$ cat config.mk
export PLATFORM = sky130hd
export DESIGN_NAME = tx_framer
export DESIGN_NICKNAME = d
export VERILOG_FILES = /design/src/rtl/link_symbols_pkg.sv /design/src/rtl/skp_scheduler.sv /design/src/rtl/tx_framer.sv
export SDC_FILE = /design/constraint.sdc
export NUM_CORES = 1
export LEC_CHECK = 0
export BUFFER_PORTS_ARGS = -buffer_cell sky130_fd_sc_hd__buf_2
export CAP_MARGIN = 40
export CELL_PAD_IN_SITES_DETAIL_PLACEMENT = 1
export CELL_PAD_IN_SITES_GLOBAL_PLACEMENT = 1
export CORE_UTILIZATION = 39
export DETAILED_ROUTE_END_ITERATION = 10
export PLACE_DENSITY = 0.82
export SKIP_LAST_GASP = 1
export SYNTH_ARGS = -nofsm -noshare
export SYNTH_HDL_FRONTEND = slang
export SYNTH_SLANG_ARGS = --single-unit
$ cat constraint.sdc
create_clock -name clk -period 2.4 [get_ports clk]
set_input_delay 0.6 -clock clk [delete_from_list [all_inputs] [get_ports clk]]
set_output_delay 0.6 -clock clk [all_outputs]
set_load 0.05 [all_outputs]
$ cat src/rtl/link_symbols_pkg.sv
// Link symbol definitions shared by the transmit framer and the receive-side splitter.
// Holds the K-code byte values and the framer state encoding.
package link_symbols_pkg;

   localparam logic [7:0] K_STP = 8'hFB;
   localparam logic [7:0] K_SDP = 8'h5C;
   localparam logic [7:0] K_END = 8'hFD;
   localparam logic [7:0] K_EDB = 8'hFE;
   localparam logic [7:0] K_SKP = 8'h1C;
   localparam logic [7:0] K_IDL = 8'h7C;
   localparam logic [7:0] K_FTS = 8'h3C;
   localparam logic [7:0] K_COM = 8'hBC;

   typedef enum logic [2:0] {
      ST_IDLE,
      ST_START,
      ST_PAYLOAD,
      ST_END,
      ST_DRAIN,
      ST_SKP_COM,
      ST_SKP_SYM
   } framer_state_e;

   function automatic logic [7:0] start_symbol(input logic is_dllp);
      return is_dllp ? K_SDP : K_STP;
   endfunction

endpackage

$ cat src/rtl/skp_scheduler.sv
// Free-running interval counter that raises a sticky SKP request at every wrap.
// A wrap coinciding with clear keeps the request set.
module skp_scheduler #(
   parameter int SKP_INTERVAL = 64
) (
   input  logic clk,
   input  logic reset,
   input  logic clear,
   output logic pending
);

   localparam int CNT_W = (SKP_INTERVAL > 1) ? $clog2(SKP_INTERVAL) : 1;

   logic [CNT_W-1:0] cnt_q, cnt_d;
   logic             pending_q, pending_d;
   logic             wrap;

   always_comb begin
      wrap      = (cnt_q == CNT_W'(SKP_INTERVAL - 1));
      cnt_d     = wrap ? '0 : cnt_q + CNT_W'(1);
      pending_d = wrap | (pending_q & ~clear);
   end

   always_ff @(posedge clk or posedge reset) begin
      if (reset) begin
         cnt_q     <= '0;
         pending_q <= 1'b0;
      end else begin
         cnt_q     <= cnt_d;
         pending_q <= pending_d;
      end
   end

   assign pending = pending_q;

endmodule

$ cat src/rtl/tx_framer.sv
// Transmit framer: wraps handshaked packet bytes in STP/SDP..END, fills gaps with IDL,
// aborts underflowed packets with EDB and inserts COM+SKP ordered sets between packets.
module tx_framer
   import link_symbols_pkg::*;
#(
   parameter int SKP_INTERVAL = 64,
   parameter int SKP_LEN      = 3
) (
   input  logic       clk,
   input  logic       reset,
   input  logic       valid_in,
   input  logic [7:0] data_in,
   input  logic       last_in,
   input  logic       pkt_type_in,
   output logic       ready_out,
   output logic [7:0] data_out,
   output logic       k_out,
   output logic       valid_out
);

   framer_state_e state_q, state_d;
   logic          type_q, type_d;
   logic [2:0]    skp_cnt_q, skp_cnt_d;
   logic [7:0]    data_out_q, data_out_d;
   logic          k_out_q, k_out_d;
   logic          valid_out_q;
   logic          skp_pending;
   logic          skp_clear;

   skp_scheduler #(
      .SKP_INTERVAL(SKP_INTERVAL)
   ) u_skp_scheduler (
      .clk    (clk),
      .reset  (reset),
      .clear  (skp_clear),
      .pending(skp_pending)
   );

   always_comb begin
      state_d    = state_q;
      type_d     = type_q;
      skp_cnt_d  = skp_cnt_q;
      data_out_d = K_IDL;
      k_out_d    = 1'b1;
      ready_out  = 1'b0;
      skp_clear  = 1'b0;
      unique case (state_q)
         ST_IDLE, ST_END: begin
            data_out_d = (state_q == ST_END) ? K_END : K_IDL;
            // A pending ordered set takes priority over a waiting packet.
            if (skp_pending) begin
               state_d = ST_SKP_COM;
            end else if (valid_in) begin
               state_d = ST_START;
               type_d  = pkt_type_in;
            end else begin
               state_d = ST_IDLE;
            end
         end
         ST_START: begin
            data_out_d = start_symbol(type_q);
            state_d    = ST_PAYLOAD;
         end
         ST_PAYLOAD: begin
            ready_out = 1'b1;
            if (valid_in) begin
               data_out_d = data_in;
               k_out_d    = 1'b0;
               if (last_in) state_d = ST_END;
            end else begin
               data_out_d = K_EDB;
               state_d    = ST_DRAIN;
            end
         end
         ST_DRAIN: begin
            ready_out = 1'b1;
            if (valid_in && last_in) state_d = ST_IDLE;
         end
         ST_SKP_COM: begin
            data_out_d = K_COM;
            skp_clear  = 1'b1;
            skp_cnt_d  = '0;
            state_d    = ST_SKP_SYM;
         end
         ST_SKP_SYM: begin
            data_out_d = K_SKP;
            if (skp_cnt_q == 3'(SKP_LEN - 1)) begin
               state_d = ST_IDLE;
            end else begin
               skp_cnt_d = skp_cnt_q + 3'd1;
            end
         end
         default: state_d = ST_IDLE;
      endcase
   end

   always_ff @(posedge clk or posedge reset) begin
      if (reset) begin
         state_q     <= ST_IDLE;
         type_q      <= 1'b0;
         skp_cnt_q   <= '0;
         data_out_q  <= 8'h00;
         k_out_q     <= 1'b0;
         valid_out_q <= 1'b0;
      end else begin
         state_q     <= state_d;
         type_q      <= type_d;
         skp_cnt_q   <= skp_cnt_d;
         data_out_q  <= data_out_d;
         k_out_q     <= k_out_d;
         valid_out_q <= 1'b1;
      end
   end

   assign data_out  = data_out_q;
   assign k_out     = k_out_q;
   assign valid_out = valid_out_q;

endmodule

* Yosys cells after proc, flatten, opt, wreduce, memory -nomap -nowiden
Index checks and enable logic that the tools add are counted.
** Word-level totals
- Flip-flop bits (word level) :: 24
- Output and inout bits :: 11
- Word-level logic and storage cells :: 52
** Operators by class
- Add/sub/neg operators :: 2
- Equality and inequality tests :: 12
- Multiplexer cells :: 18
- Bitwise logic cells :: 4
- Reductions and logical operators :: 8
** Operator list (number)
- case mux 8 bit (5 select lines) :: 1
- two-way mux 8 bit :: 3
- two-way mux 3 bit :: 6
- case mux 3 bit (6 select lines) :: 1
- equality test 3 x 2 -> 1 bit, second input constant :: 3
- equality test 3 bit, second input constant :: 3
- adder 6 x 1 -> 6 bit, second input constant :: 1
- equality test 6 bit, second input constant :: 1
- two-way mux 6 bit :: 1
- != test 2 bit, second input constant :: 3
- case mux 3 bit (2 select lines) :: 1
- AND reduction 3 bit :: 2
- two-way mux 1 bit :: 5
- OR reduction 2 bit :: 2
- adder 3 x 1 -> 3 bit, second input constant :: 1
- equality test 3 x 1 -> 1 bit, second input constant :: 1
- zero test 3 bit :: 1
- != test 3 bit, second input constant :: 1
- NOT 1 bit :: 2
- AND reduction 2 bit :: 1
- nonzero test 2 bit :: 1
- AND 1 bit :: 1
- logical AND 1 bit :: 1
- bitwise OR 1 bit :: 1

* Depth between registers and ports, before layout
- Word-level depth :: 5
- Mapped depth :: 7
- Mapped depth without buffers :: 5

* Hierarchy
Synthesis repeated with hierarchy kept, for this count alone.
** Second synthesis, totals
- Cells, all modules :: 111
- Area total of the unflattened synthesis :: 1168.6 um^2
** Modules (own cells, without submodules)
- tx_framer :: instances 1, cells each 87, area each 878.3 um^2, seq. area each 425.4 um^2
- skp_scheduler :: instances 1, cells each 24, area each 290.3 um^2, seq. area each 175.2 um^2

* Worst setup path after synthesis
Ideal clock, no wire load.
- Path type :: flip-flop to output port
- Start :: register state_q[0]
- End :: output ready_out
- Arrival time :: 1.524 ns
- Data required time :: 1.800 ns
- Path slack :: 0.276 ns
- Stages on the path, launching flop included :: 7
- Cells stage by stage :: dfrtp_1 -> inv_1 -> ha_1 -> buf_2 -> nor2b_1 -> buf_2 -> or2_1
** Between the ends
- Cells in the longest elaborated chain, start to end :: 3
** Ends and longest elaborated chain
- start: declaration :: line tx_framer.sv:21 : framer_state_e state_q, state_d;
- start signal: assignment :: line tx_framer.sv:106 : state_q <= state_d;
- equality test 3 bit or equality test 3 x 2 -> 1 bit (tied branches) :: line tx_framer.sv:47 : unique case (state_q)
- OR reduction 2 bit (no line) *
- two-way mux 1 bit * :: line tx_framer.sv:47
- end: declaration :: line tx_framer.sv:15 : output logic ready_out,
Mark *: on every way between the ends. The rest lies on a longest branch, timed or not.

* Worst setup path in the final report
Same ends and word-level chain as after synthesis.

==> out/metrics.yaml <==
grt:
  grt_pass1_vias: 999
  grt_overflow_total: 0
  antenna_found_initial: 0
  grt_start_max_net_pins: 25
  grtUsageTotal_pct: 18.3
  grt_pass1_wl_mm: 4.64
sta:
  hold_viol_final: 0
  fin_skew_ns: 0.00166
  fin_tns_setup_ns: 0
  slew_viol_final: 0
  setup_viol: 0
  fin_crit_ns: 2.30
  max_freq_ghz: 0.435
  timing.final.crit_share_pct: 95.7
  grt_setup_unrepaired: "false"
floorplanning:
  num_rows: 19
  die_h_um: 57.9
  ios: 24
  start_util_pct: 42.7
  core_um2: 2850
  die_w_um: 57.9
  dieArea_um2: 3350
logic_synthesis:
  synth_top_family_by_area: "compound AO/OA/AOI/OAI gates"
  yosysWarnings: 0
  ys_seq_elements: 24
  yosysSeqAreaShare_pct: 49.3
  synth-async-reset-ratio_pct: 100
  synth_common_cells: "dfrtp_1 (24), nand2_1 (12), o21ai_0 (9)"
  ys.flop_type: "dfrtp_1"
  synth_cell_types: 37
  synthAdderAreaFrac_pct: 7.19
  avgSynthCellArea_um2: 10.1
  synthMostInstantiatedCell: "dfrtp_1"
  synth_area_leader_cell: "dfrtp_1"
  synth_simple_gate_area_share_pct: 16.2
  synthTopCellsByArea: "dfrtp_1 (49%), ha_1 (7.2%), o21ai_0 (3.7%)"
  synthCells: 120
  synth_xor_xnor_area_share_pct: 2.16
  syn_area_um2: 1220
  synth_fp_nets: 140
  synth-edff-count: 0
  synth-compound-area-share_pct: 18.8
  muxShareOfSynthArea_pct: 1.85
  yosys.area.top_type_share_pct: 49.3
placement:
  place_congestion: 0.780
  dpl.hpwl_mm: 2.05
  io_buffer_count: 23
layout:
  nets: 168
  drive_gt1_share_pct: 24.5
  fillers: 341
  finalCoreUtilization_pct: 50.8
  seq_area_um2: 602
  area_growth_pct: 19.1
  multi_input_area_um2: 579
  antenna_cells: 0
route:
  drt-total-wl_mm: 2.76
  vias: 988
  drc: 1
  avgViaCountPerCell: 5.55
  drtAntennaViolNets: 0
  dr.pass1.iters: 7
  first_iter_violations: 27
  wl_per_cell_um: 15.5
worst_setup_path:
  r2r_start: "state_q[0]$_DFFE_PP0P_"
  worstPathRequired_ns: 1.80
  critical_path.startpoint: "state_q[0]$_DFFE_PP0P_"
  critical_path_class: "reg2out"
  start_kind: "register"
  critPathCaptureType: "primary output"
  cp.arrival_ns: 1.70
  crit_path_max_fanout: 4
clocking:
  htreeDepth: 1
  cts_buffers: 3
  cts_tree: "built"
  cts_sinks: 24
  cts.reportedPaths.clkPinSlew_ns: 0.13
  cts_hold_buf: 0
  worstSkewPairLatency_ns: 0.32
  cts_buffer_depth: 2
  cts-root-buf: "clkbuf_4"
min_path:
  hold_class: "in2async"
run_status:
  violations: "design-rule violations"
  status: "finished, violations left"
power_and_ir_drop:
  peakVddDrop_mv: 0.834
  leakagePower_nw: 0.678
  total_power_mw: 1.78
  p_per_area_nw_per_um2: 1230
flow_run:
  cap_violations: 0
## timing repair
action	in CTS	in global routing
setup endpoints to repair	1	1
gates resized for setup	2	2
pin swaps	0	0
buffers inserted	0	1
## state kept, by name, indices dropped and copies added, names as in the netlist
| name | flops |
|---|---|
| k_out | 1 |
| valid_out | 1 |
| u_skp_scheduler.cnt_q | 6 |
| state_q | 3 |
| skp_cnt_q | 3 |
| data_out | 8 |
| type_q | 1 |
| u_skp_scheduler.pending | 1 |
## per-stage QoR
stage	instances	setup WS (ns)	cell area, µm²	hold WS, ns
6_report	178	0.104	1450	0.287
2_1_floorplan	120	0.276	1220	0.446
5_1_grt	178	0.00698	1450	0.320
3_3_place_gp	173	0.426	1370	0.468
4_1_cts	177	0.0548	1430	0.286
3_5_place_dp	173	0.308	1370	0.481
## final cells by class
| type | instances | area share [%] |
|---|---|---|
| clock buffers | 3 | 1.55 |
| clock inverters | 1 | 2.07 |
| inverters | 8 | 2.07 |
| multi-input cells | 84 | 39.9 |
| flip-flops and latches | 24 | 41.5 |
| well taps | 31 | 2.67 |
| repair buffers | 27 | 10.2 |
## path summary, 6_finish.rpt
| check | endpoint | slack [ns] | depth (start not counted) |
|---|---|---|---|
| setup / recovery | ready_out | 0.10 | 5 |
| hold / removal | k_out$_DFF_PP0_ | 0.29 | 3 |
| setup reg to reg | type_q$_DFFE_PP0P_ | 0.63 | 5 |
| hold reg to reg | u_skp_scheduler.cnt_q[5]$_DFF_PP0_ | 0.49 | 1 |
| max in group asynchronous | state_q[1]$_DFFE_PP0P_ | 1.86 | 3 |
| min in group clk | u_skp_scheduler.cnt_q[5]$_DFF_PP0_ | 0.49 | 1 |
## layer usage
layer / vias up / GRT usage [%] / part of all wire, %
met2: 16 / 29.7 / 49
met1: 495 / 24.4 / 46
met4: 0 / 5.10 / 1.1
met5: - / 0 / 0
met3: 4 / 4.69 / 3.2
li1: 473 / - / -
## cells by family after synthesis
| logic type | count (synthesis) |
|---|---|
| DFF | 24 |
| other | 1 |
| adders and majority gates | 7 |
| xor gates and xnor gates | 3 |
| and+or+nand+nor | 38 |
| buffers and inverters | 12 |
| muxes | 2 |
| AOI/OAI and AO/OA | 33 |
## critical path, stage by stage, from the launching register on
cell and delay (ns):
dfrtp_1 0.40, inv_1 0.10, ha_1 0.25, and2_1 0.20
or2_1 0.23, buf_4 0.19
## power by group
group          internal (mW)  leakage (nW)  switching (mW)  total (mW)
clock network          0.169        0.0279           0.128       0.297
registers              0.509         0.279          0.0664       0.575
logic                  0.324         0.371           0.587       0.911
## layout by cell type (no fill, tap or decap), types with 3 or more instances in the layout
| cell type | instances |
|---|---|
| a21oi_1 | 6 |
| buf_2 | 22 |
| buf_4 | 5 |
| clkbuf_4 | 3 |
| dfrtp_1 | 23 |
| ha_1 | 6 |
| inv_1 | 8 |
| nand2_1 | 12 |
| nand2b_1 | 4 |
| nand3_1 | 4 |
| nor2_1 | 4 |
| nor2b_1 | 5 |
| o21ai_0 | 9 |
No activity file was read; power rests on OpenSTA's default activity.
